`config.mk`:
```
export PLATFORM = sky130hd
export DESIGN_NAME = rr_onehot_arbiter
export DESIGN_NICKNAME = d
export VERILOG_FILES = /design/src/rtl/rr_onehot_arbiter.sv
export SDC_FILE = /design/constraint.sdc
export NUM_CORES = 1
export LEC_CHECK = 0
export BUFFER_PORTS_ARGS = -buffer_cell sky130_fd_sc_hd__clkbuf_2
export CAP_MARGIN = 20
export CORE_MARGIN = 10
export CORE_UTILIZATION = 60
export CTS_CLUSTER_DIAMETER = 50
export DETAILED_ROUTE_END_ITERATION = 10
export PLACE_DENSITY = 0.91
export SLEW_MARGIN = 5
export SYNTH_ARGS = -nofsm -noshare
export SYNTH_HDL_FRONTEND = slang
export SYNTH_SLANG_ARGS = --single-unit
```
`constraint.sdc`:
```
create_clock -name clk -period 9 [get_ports clk]
set_clock_uncertainty 0.05 [all_clocks]
set_input_delay 0.9 -clock clk [delete_from_list [all_inputs] [get_ports clk]]
set_output_delay 0.9 -clock clk [all_outputs]
set_load 0.05 [all_outputs]
```
`src/rtl/rr_onehot_arbiter.sv`:
```
// rr_onehot_arbiter: round-robin one-hot arbiter with hold timeout and a guard cycle between grants
module rr_onehot_arbiter #(
    parameter int NUM_REQ  = 16,
    parameter int MAX_HOLD = 8,
    localparam int W  = $clog2(NUM_REQ),
    localparam int HW = $clog2(MAX_HOLD) + 1
) (
    input  logic               clk,
    input  logic               reset,
    input  logic [NUM_REQ-1:0] req_i,
    input  logic               release_i,
    output logic [NUM_REQ-1:0] gnt_o,
    output logic [W-1:0]       gnt_idx_o,
    output logic               gnt_valid_o,
    output logic               preempt_o
);
    typedef enum logic {IDLE, GRANT} state_t;
    state_t        state;
    logic [W-1:0]  ptr;
    logic [HW-1:0] hold_cnt;
    logic [W-1:0]  sel;
    logic [W-1:0]  c;
    logic          owner_req;
    logic          done;
    always_comb begin
        sel = '0;
        c   = '0;
        for (int k = NUM_REQ - 1; k >= 0; k--) begin
            c = ptr + W'(k);
            sel = req_i[c] ? c : sel;
        end
    end
    assign owner_req = req_i[gnt_idx_o];
    assign done      = !owner_req || release_i || hold_cnt == HW'(MAX_HOLD - 1);
    always_ff @(posedge clk) begin
        if (reset) begin
            state       <= IDLE;
            gnt_o       <= '0;
            gnt_idx_o   <= '0;
            gnt_valid_o <= 1'b0;
            preempt_o   <= 1'b0;
            ptr         <= '0;
            hold_cnt    <= '0;
        end else if (state == IDLE) begin
            preempt_o <= 1'b0;
            if (|req_i) begin
                state       <= GRANT;
                gnt_idx_o   <= sel;
                gnt_o       <= {{(NUM_REQ-1){1'b0}}, 1'b1} << sel;
                gnt_valid_o <= 1'b1;
                hold_cnt    <= '0;
            end
        end else if (done) begin
            state       <= IDLE;
            gnt_o       <= '0;
            gnt_idx_o   <= '0;
            gnt_valid_o <= 1'b0;
            ptr         <= gnt_idx_o + W'(1);
            preempt_o   <= owner_req && !release_i;
        end else begin
            hold_cnt <= hold_cnt + HW'(1);
        end
    end
endmodule

```
**Word level (Yosys, flattened, before mapping)**

Cells that the tools add are included.
W data, S select, Z words.

- Add/sub/neg operators: 17
- Multiply operators: 0
- Div/mod/pow operators: 0
- Magnitude comparators: 17
- Eq/ne operators: 3
- Shifts and indexed selects: 1
- Multiplexer cells: 65
- Bitwise logic cells: 1
- Reduce and logical (&&, ||, !) cells: 11

Operators by type and width:

| cell | number |
|---|---|
| $mux W4 | 22 |
| $lt A4 B5 Y1 const B | 17 |
| $bmux W1 S4 | 17 |
| $mux W16 | 3 |
| $add A4 B4 Y4 const B | 8 |
| $mux W1 | 23 |
| $add A4 B3 Y4 const B | 4 |
| $reduce_or A16 Y1 | 1 |
| $shl A1 B4 Y16 const A | 1 |
| $add A4 B1 Y4 const B | 3 |
| $add A4 B2 Y4 const B | 2 |
| $reduce_and A2 Y1 | 3 |
| $eq A4 B3 Y1 const B | 1 |
| $logic_not A1 Y1 | 2 |
| $logic_or A1 B1 Y1 | 2 |
| $ne A2 B1 Y1 const B | 1 |
| $ne A2 B2 Y1 const B | 1 |
| $reduce_bool A2 Y1 | 1 |
| $reduce_or A2 Y1 | 1 |
| $logic_and A1 B1 Y1 | 1 |
| $not A1 Y1 | 1 |

- Flip-flop bits (word level): 31
- Bits in latches: 0
- Bits in writable memories: 0
- Memory bits (read-only): 0
- Bits of input ports: 19
- Output and inout bits: 22
- Logic and storage cells: 122
- Memories: 0

**Depth between registers and ports, before layout**

Gate-level depths: netlist of run 1.

- Depth after elaboration: 22
- Gate-level depth with buffers: 17
- Depth with buffers taken out: 11

**Least setup slack after synthesis of run 1**

No wires, ideal clock.

- Path type: register to register
- Start point: register ptr[1]
- End point: register gnt_o[0]
- Arrival time: 4.014 ns
- Data required time: 8.833 ns
- Slack: 4.819 ns
- Cell stages (with the launch flop): 16
- Clock period less this slack: 4.181 ns
- Cell sequence: dfxtp_1 buf_4 buf_6 buf_2 inv_1 ha_1 buf_6 mux2_1 mux4_2 mux2_4 a211oi_4 o311ai_1 a2111oi_2 o31ai_2 nor3b_2 a22o_1

- Longest elaborated chain between the ends: 22

Ends and longest elaborated chain:

| item | line | source |
|---|---|---|
| start, declared | 19 | `logic [W-1:0] ptr;` |
| start signal, assigned | 58 | `ptr <= gnt_idx_o + W'(1);` |
| $add A4 B4 Y4 | 29 | `c = ptr + W'(k);` |
| $bmux W1 S4 | 30 | `sel = req_i[c] ? c : sel;` |
| $mux W1 (not written as such) | 30 |  |
| $mux W4 (15 in series) | 30 |  |
| $mux W4 (*) | 30 |  |
| $shl A1 B4 Y16 (*) | 49 | `gnt_o <= {{(NUM_REQ-1){1'b0}}, 1'b1} << sel;` |
| $mux W16 (*) | 46 | `if (\|req_i) begin` |
| $mux W16 (*) | 44 | `end else if (state == IDLE) begin` |
| end signal, assigned | 49 |  |
| end, declared | 12 | `output logic [NUM_REQ-1:0] gnt_o,` |

Mark *: on every way between the ends. The rest lies on a longest branch, timed or not. The select of a mux whose other input is x is not followed.
A chain may end at the register's enable or synchronous reset.

**Worst setup path in the final report of run 1**

- Start point: register ptr[0]
- End point: register gnt_o[0]

The elaborated chain is that of the path after synthesis.

==> metrics.txt, run 1 <==
share of cells above drive strength 1=0.294; register area=622 um2; clk root buf=clkbuf_8; fin. max-slew vios=0; syn_area_per_cell=9.42 um2; Mapped Nets=464; WS Path Type=flip-flop to flip-flop; Int Pwr=0.000687 W; I/O Buffers=40; DIE AREA=approximately 11000 um2; VDD IR max=0.150 mV; Ys Warns=0; post_cts resized=0; crit-path cells=inv_2, ha_1, buf_16, mux2_1, mux4_2, mux2i_4, o2111ai_1, o2111ai_1, o211ai_1, nor3b_1, a21boi_0, a22o_1; starting density of the core=0.611; crit path max fanout=40; switching fraction of total power=0.516; gp weighted congestion=between 1 and 1.5; Tcrit/Tclk final=0.578; R2R setup slack=3790 ps; register bit count reported by yosys=31; status=complete, no violations; EDFF count, synth=0; n_diodes=0; CTS tree=yes; most used cell, CP=o2111ai_1; Filler Cells Inserted=487; DP HPWL=8830 um; clk slew on worst S/H paths=70 ps; Vias/cell=7.47; Synth Flop Type=dfxtp_1; grt ovf=0; slowest CP cell=dfxtp_2; via count of the first global-routing pass=3768; Combinational Power Share=0.757; number of max-cap violations=0; final net count=around 490; DP Worst Slack=3700 ps; core area=between 6000 and 7000 um2; Hold-fix buffers, CTS=0; clock sink count=31; clock power share=0.102; final worst slack=3790 ps; final WL=12200 um; Sequential Power Share=0.141; Finished Layout Cells=539; Post CTS Setup Buffer Count=0; Fmax=0.192 GHz; post-synthesis sequential area ratio=0.151; initial antenna violation count=0; pwr/cell area=between 300 and 400 nW/um2; WL/cell=22.7 um; Distinct cells, synth=between 70 and 80; I/O pin count=41; first drt pass iteration count=5; Post-Synthesis Cell Area=between 4000 and 5000 um2; Die H=103 um; CTS Buffer Depth=2; area delta synth->final=7.62%; setup violators final=0; final setup TNS=0 ps; hold crit path type=flip-flop to flip-flop; Util after Layout=0.658; CP bufs+invs=2; DRC=0; CTS Buf Count=5; routed via count=4025; Final Hold Fails=0; Max-slew headroom=0.243; CP top delay family=multiplexers; Clk Latency, worst-skew pair=290 ps; # placed instances=530; Leak Pwr=1.61 nW; Async S/R FF share, synth=0; FP Rows=30; Initial DRC Count=just under 600; min cycle time layout=5210 ps; most frequent cells in the layout=mux4_2, clkbuf_2, nor2_1; Crit. End Element=flip-flop; H-tree depth=2; CP max stage delay=about 1000 ps; actual slew at the worst max-slew pin=1120 ps; largest net degree at the start of global routing=41; CP arrival=5390 ps; first-pass GRT wire length=19400 um; Tot GR Track Use=0.229; Fin Hold WS=399 ps; Psw=0.000732 W; crit path launch type=flip-flop; Antenna Nets Post-Route=0; RSZ-0062 raised after global routing=no; area of the multi-input gates=3260 um2; Horiz. Die Dim=103 um; Syn Inst Count=436; Worst EP required=9190 ps
## area by class of cell
class                   instances  share of cell area
well taps                      80              0.0227
clock inverters                 2             0.00793
clock buffers                   6              0.0187
repair buffers                 46              0.0600
inverters                      15              0.0127
flip-flops and latches         31               0.141
multi-input cells             359               0.737
## Yosys cell counts, drive strengths merged, types with 4 or more instances
cell	count	share of area
nor4	4	0.0061
a22oi	4	0.0073
mux2i	35	0.088
a21oi	20	0.024
ha	9	0.027
mux4	40	0.22
buf	15	0.027
inv	14	0.013
xnor2	10	0.021
a31oi	4	0.0061
o2111ai	4	0.0085
o211ai	4	0.0073
a21boi	4	0.0073
nand2b	6	0.0091
nand3	9	0.011
a211oi	9	0.020
dfxtp	31	0.15
a21o	4	0.0073
mux2	24	0.067
nor3	8	0.011
nor2b	6	0.0091
nand2	25	0.023
clkbuf	16	0.015
nor2	38	0.035
o21ai	25	0.030
a22o	9	0.019
xor2	4	0.013
## layer usage
metal | share of wire | GRT usage
met1 | 0.38 | 0.297
met2 | 0.47 | 0.376
met5 | 0 | 0
met4 | 0.035 | 0.0781
met3 | 0.11 | 0.0402
## worst reg2reg max path: stages (launching register included)
cell	delay (ps)
dfxtp_2	990
inv_2	250
ha_1	670
buf_16	230
mux2_1	370
mux4_2	550
mux2i_4	340
o2111ai_1	190
o2111ai_1	320
o211ai_1	240
nor3b_1	480
a21boi_0	300
a22o_1	170
## kinds of logic after synthesis
kind of cell	count (synthesis)	share of synthesized area
AO/OA/AOI/OAI	122	0.219
XOR/XNOR	14	0.0344
adder cells (fa/ha/maj)	9	0.0274
buffers and inverters	46	0.0555
flip-flops	31	0.151
multiplexers	99	0.374
AND/OR/NAND/NOR	115	0.138
## flip-flops by register name (all words and copies together), names as in the netlist
register     cells
state            1
hold_cnt         4
ptr              4
gnt_o           16
gnt_valid_o      1
preempt_o        1
gnt_idx_o        4
## worst paths after layout
| path | startpoint | end | depth (start not counted) |
|---|---|---|---|
| hold reg to reg | gnt_o[6] | gnt_o[6] | 2 |
| setup reg to reg | ptr[0] | gnt_o[0] | 12 |
| hold / removal | gnt_o[6] | gnt_o[6] | 2 |
| setup / recovery | ptr[0] | gnt_o[0] | 12 |
## power groups by stage
stage          Clock, W  Sequential (W)  Combinational (W)
3_3_place_gp          0        0.000199           0.000995
2_1_floorplan         0        0.000247           0.000779
5_1_grt        0.000152        0.000204            0.00114
4_1_cts        0.000145        0.000199            0.00103
6_report       0.000145        0.000200            0.00107
3_5_place_dp          0        0.000201            0.00102
## through the flow
| stage | cell area (um2) | total power, W |
|---|---|---|
| 2_1_floorplan | 4110 | 0.00103 |
| 3_3_place_gp | 4270 | 0.00119 |
| 4_1_cts | 4390 | 0.00138 |
| 6_report | 4420 | 0.00142 |
| 5_1_grt | 4420 | 0.00149 |
| 3_5_place_dp | 4270 | 0.00122 |
(Power assumes the default switching activity.)
==> inputs of run 2 (changes only) <==
Clock period 9 ns to 5.4 ns, I/O delays scaled along.
==> metrics.txt, run 2 (synthesis results as in run 1) <==
final WL=12600 um (+3.1%); DRC=0 (unchanged); crit path launch type=flip-flop; CTS Buf Count=5 (unchanged); CTS tree=yes; final worst slack=729 ps (-3060 ps); R2R setup slack=730 ps (-3060 ps); final setup TNS=0 ps (unchanged); WL/cell=23.3 um (+2.5%); I/O pin count=41 (unchanged); CP bufs+invs=1 (-1); Horiz. Die Dim=103 um (unchanged); Worst EP required=5580 ps (-3610 ps); clk slew on worst S/H paths=70 ps (about the same); Reg-to-Reg End=gnt_o[3]; Min-Delay Path Depth=2 (unchanged); gp weighted congestion=1.02 (+0.80%); r2r startpoint=ptr[1]; CTS Buffer Depth=2 (unchanged); crit-path cells=inv_1, ha_1, mux4_2, mux2i_1, nor2_1, a211oi_4, o311ai_1, a2111oi_2, o31ai_2, nor3_2, a22o_1; Post-Route M1 WL=4730 um (+0.49%); pwr/cell area=535 nW/um2 (+67%); clk root buf=clkbuf_8; hold path start=gnt_o[6]; hold crit path type=flip-flop to flip-flop; RSZ-0062 raised after global routing=no; r2r worst-path depth=11 (-1); Vias/cell=7.50 (+0.41%); CP top delay family=compound AO/OA/AOI/OAI gates; Hold-fix buffers, CTS=0 (unchanged); WL met2=6040 um (+4.3%); crit path max fanout=13 (-68%); clock sink count=31 (unchanged); setup violators final=0 (unchanged); DP HPWL=9270 um (+5.1%); Leak Pwr=1.62 nW (+0.51%); actual slew at the worst max-slew pin=872 ps (-249 ps); share of cells above drive strength 1=0.299 (+0.00458); H-tree depth=2 (unchanged); min cycle time layout=4670 ps (-535 ps); area delta synth->final=7.62% (unchanged); Crit. End Element=flip-flop; FP Rows=30 (unchanged); Setup crit start=ptr[1]; routed via count=4064 (+0.97%); Antenna Nets Post-Route=0 (unchanged); status=complete, no violations; largest net degree at the start of global routing=40 (-2.4%); Post-DP Area=4300 um2 (+0.53%); Finished Layout Cells=542 (+0.56%); I/O Buffers=40 (unchanged); DIE AREA=10600 um2 (unchanged); WS Path Type=flip-flop to flip-flop; slowest CP cell=ha_1; initial antenna violation count=0 (unchanged); DP Worst Slack=995 ps (-2700 ps); Most flops, register=gnt_o; via count of the first global-routing pass=3922 (+4.1%); starting density of the core=0.611 (unchanged); VDD IR max=0.340 mV (+130%); first drt pass iteration count=6 (+1); # placed instances=533 (+0.57%); Fmax=0.214 GHz (+11%); metal3 WL=1490 um (+14%); max reg flops=16 (unchanged); number of max-cap violations=0 (unchanged); Die H=103 um (unchanged); core area=6720 um2 (unchanged); Final Hold Fails=0 (unchanged); most common cell after layout, fill and taps aside=clkbuf_2; most frequent cells in the layout=clkbuf_2, mux4_2, nor2_1; final net count=489 (+0.62%); Clk Latency, worst-skew pair=280 ps (about the same); Tot GR Track Use=0.237 (+0.00831); first-pass GRT wire length=20000 um (+3.5%); fin. max-slew vios=0 (unchanged); Tcrit/Tclk final=0.865 (+0.287); fin area=4420 um2 (unchanged); CP max stage delay=790 ps (-200 ps); grt ovf=0 (unchanged); post_cts resized=0 (unchanged); Top Layer Used=met4; n_diodes=0 (unchanged); Max-slew headroom=0.418 (+0.174); CP arrival=4850 ps (-540 ps); Post CTS Setup Buffer Count=0 (unchanged); Hold EP=gnt_o[6]; Initial DRC Count=511 (-12%)
-- run 2: cell types whose count changed in the layout (fill, tap and decap cells not counted), sizes merged --
cell and delta:
buf +2, clkbuf +1
-- run 2: cell type report --
class | instances | area [um2]
clock inverter | 2 | 35.0
timing repair buffer | 49 | 265
tap | 80 | 100
inverter | 15 | 56.3
fill | 495 | 2300
multi-input combinational | 359 | 3260
sequential | 31 | 622
clock buffer | 6 | 82.6
-- run 2: through the flow --
stage               hold slack (ps)  power, W   util
floorplan                       404   0.00171      -
global placement                388   0.00202  0.639
global route                    428   0.00249  0.658
detailed placement              395   0.00206  0.639
finish                          400   0.00236  0.658
CTS                             404   0.00231  0.657
-- run 2: worst max-delay path by stage --
stage,end,slack [ps],cells past startpoint
after floorplan,gnt_o[0],1220,15
after global placement,gnt_o[0],1130,11
after detailed placement,gnt_o[2],1000,11
after CTS,gnt_o[2],960,11
after global routing,gnt_o[2],520,12
final,gnt_o[3],730,11
-- run 2: per-layer routing --
layer  up-vias  global-route usage
met3        46              0.0529
met1      1925               0.305
met5         -                   0
met4         0              0.0909
li1       1760                   -
met2       333               0.380
-- run 2: power breakdown --
group          leakage, nW  internal (W)  switching, W
logic                 1.31      0.000720       0.00109
clock network       0.0612      0.000149     0.0000902
registers            0.252      0.000270     0.0000448
-- run 2: worst register-to-register path, stage by stage, from the launching register on --
cell and delay, ps:
dfxtp_1 560, inv_1 250, ha_1 790, mux4_2 580, mux2i_1 530, nor2_1 220, a211oi_4 310, o311ai_1 200
a2111oi_2 430, o31ai_2 180, nor3_2 330, a22o_1 190
==> inputs of run 3 (changes only) <==
Settings changed: RECOVER_POWER set to 100.
==> metrics.txt, run 3 (synthesis results as in run 1) <==
status=complete, no violations; Crit. End Element=flip-flop; crit-path cells=inv_1, ha_1, buf_4, mux4_2, mux4_2, o311ai_0, a2111oi_2, o31ai_1, nor3b_1, a22o_1; Tot GR Track Use=0.237 (unchanged); Finished Layout Cells=542 (unchanged); CP top delay family=compound AO/OA/AOI/OAI gates; most frequent cells in the layout=mux4_2, nor2_1, mux2i_1; pwr/cell area=532 nW/um2 (-0.51%); CP bufs+invs=2 (+1); Final Hold Fails=0 (unchanged); first drt pass iteration count=5 (-1); gp weighted congestion=1.02 (unchanged); share of cells above drive strength 1=0.240 (-0.0584); largest net degree at the start of global routing=40 (unchanged); first-pass GRT wire length=20000 um (unchanged); Leak Pwr=1.54 nW (-4.8%); setup violators final=0 (unchanged); final net count=489 (unchanged); DP HPWL=9270 um (unchanged); DRC=0 (unchanged); Top Usage Layer GRT=met2; register area=622 um2 (unchanged); routed via count=4054 (-0.25%); PnR Total Power=0.00232 W (-1.9%); Filler Cells Inserted=519 (+4.8%); grt ovf=0 (unchanged); crit path launch type=flip-flop; area delta synth->final=6.15%; fin. max-slew vios=0 (unchanged); Clk Latency, worst-skew pair=280 ps (about the same); met1 Use GR=0.305 (unchanged); Vias/cell=7.48 (-0.25%); CP max stage delay=660 ps (-130 ps); max reg flops=16 (unchanged); CTS tree=yes; Fmax=0.202 GHz (-5.6%); CP arrival=5130 ps (+280 ps); Max-slew headroom=0.413 (-0.00485); WL/cell=23.2 um (-0.43%); final setup TNS=0 ps (unchanged); CTS Buffer Depth=2 (unchanged); DIE AREA=10600 um2 (unchanged); clk slew on worst S/H paths=70 ps (about the same); I/O Buffers=40 (unchanged); most used cell, CP=mux4_2; initial antenna violation count=0 (unchanged); area of the multi-input gates=3230 um2 (-1.0%); met2 Use GR=0.380 (unchanged); Horiz. Die Dim=103 um (unchanged); I/O pin count=41 (unchanged); Most flops, register=gnt_o; Die H=103 um (unchanged); RSZ-0062 raised after global routing=no; actual slew at the worst max-slew pin=879 ps (+7.26 ps); core area=6720 um2 (unchanged); final worst slack=450 ps (-279 ps); slowest CP cell=o311ai_0; hold crit path type=flip-flop to flip-flop; met3 Resource Use GR=0.0529 (unchanged); Initial DRC Count=520 (+1.8%); final WL=12600 um (-0.43%); Worst EP required=5580 ps (about the same); min cycle time layout=4950 ps (+279 ps); Tcrit/Tclk final=0.917 (+0.0517); WS Path Type=flip-flop to flip-flop; n_diodes=0 (unchanged); H-tree depth=2 (unchanged); number of max-cap violations=0 (unchanged); # placed instances=533 (unchanged); starting density of the core=0.611 (unchanged); Hold-fix buffers, CTS=0 (unchanged); DP Worst Slack=995 ps (unchanged); crit path max fanout=18 (+5); Antenna Nets Post-Route=0 (unchanged); post_cts resized=0 (unchanged); via count of the first global-routing pass=3922 (unchanged); clk root buf=clkbuf_8; most common cell after layout, fill and taps aside=mux4_2; Post CTS Setup Buffer Count=0 (unchanged); clock sink count=31 (unchanged); VDD IR max=0.313 mV (-7.8%); FP Rows=30 (unchanged); CTS Buf Count=5 (unchanged)
## run 3: changes by cell type in the layout (fill, tap and decap cells not counted), moves of 4 or more
cell      before  now
o21ai_1       10    6
o21ai_0       15   19
clkbuf_1       0   22
clkbuf_2      41   19
## run 3: tightest hold or removal path, delay by kind of cell (launching register included)
kind	cells	cell delay, ps
AND/OR/NAND/NOR	1	50
flip-flops	1	310
AO/OA/AOI/OAI	1	50
## run 3: final timing paths
path | end | startpoint | slack (ps) | cells past startpoint
worst min-delay path | gnt_o[14] | gnt_o[14] | 400 | 2
worst min register to register | gnt_o[14] | gnt_o[14] | 400 | 2
worst max-delay path | gnt_o[1] | ptr[1] | 450 | 10
worst max register to register | gnt_o[1] | ptr[1] | 450 | 10
## run 3: area by class of cell
| type | instances | share of cell area |
|---|---|---|
| clock buffer | 6 | 0.0189 |
| timing repair buffer | 49 | 0.0545 |
| clock inverter | 2 | 0.00804 |
| tap | 80 | 0.0230 |
| sequential | 31 | 0.143 |
| inverter | 15 | 0.0129 |
| multi-input combinational | 359 | 0.740 |
## run 3: layer usage
layer / vias up / share of wire
met5: - / 0
met4: 0 / 0.033
met3: 46 / 0.12
met2: 343 / 0.47
met1: 1908 / 0.37
li1: 1757 / -
## run 3: where the power goes
group	internal (W)	switching [W]
Clock	0.000149	0.0000899
Sequential	0.000270	0.0000446
Combinational	0.000698	0.00107
## run 3: metrics by stage
stage	hold slack [ps]	utilization	cell area, um2
finish	401	0.649	4360
global route	434	0.649	4360
CTS	404	0.657	4410
detailed placement	395	0.639	4300
global placement	388	0.639	4300
floorplan	404	-	4110
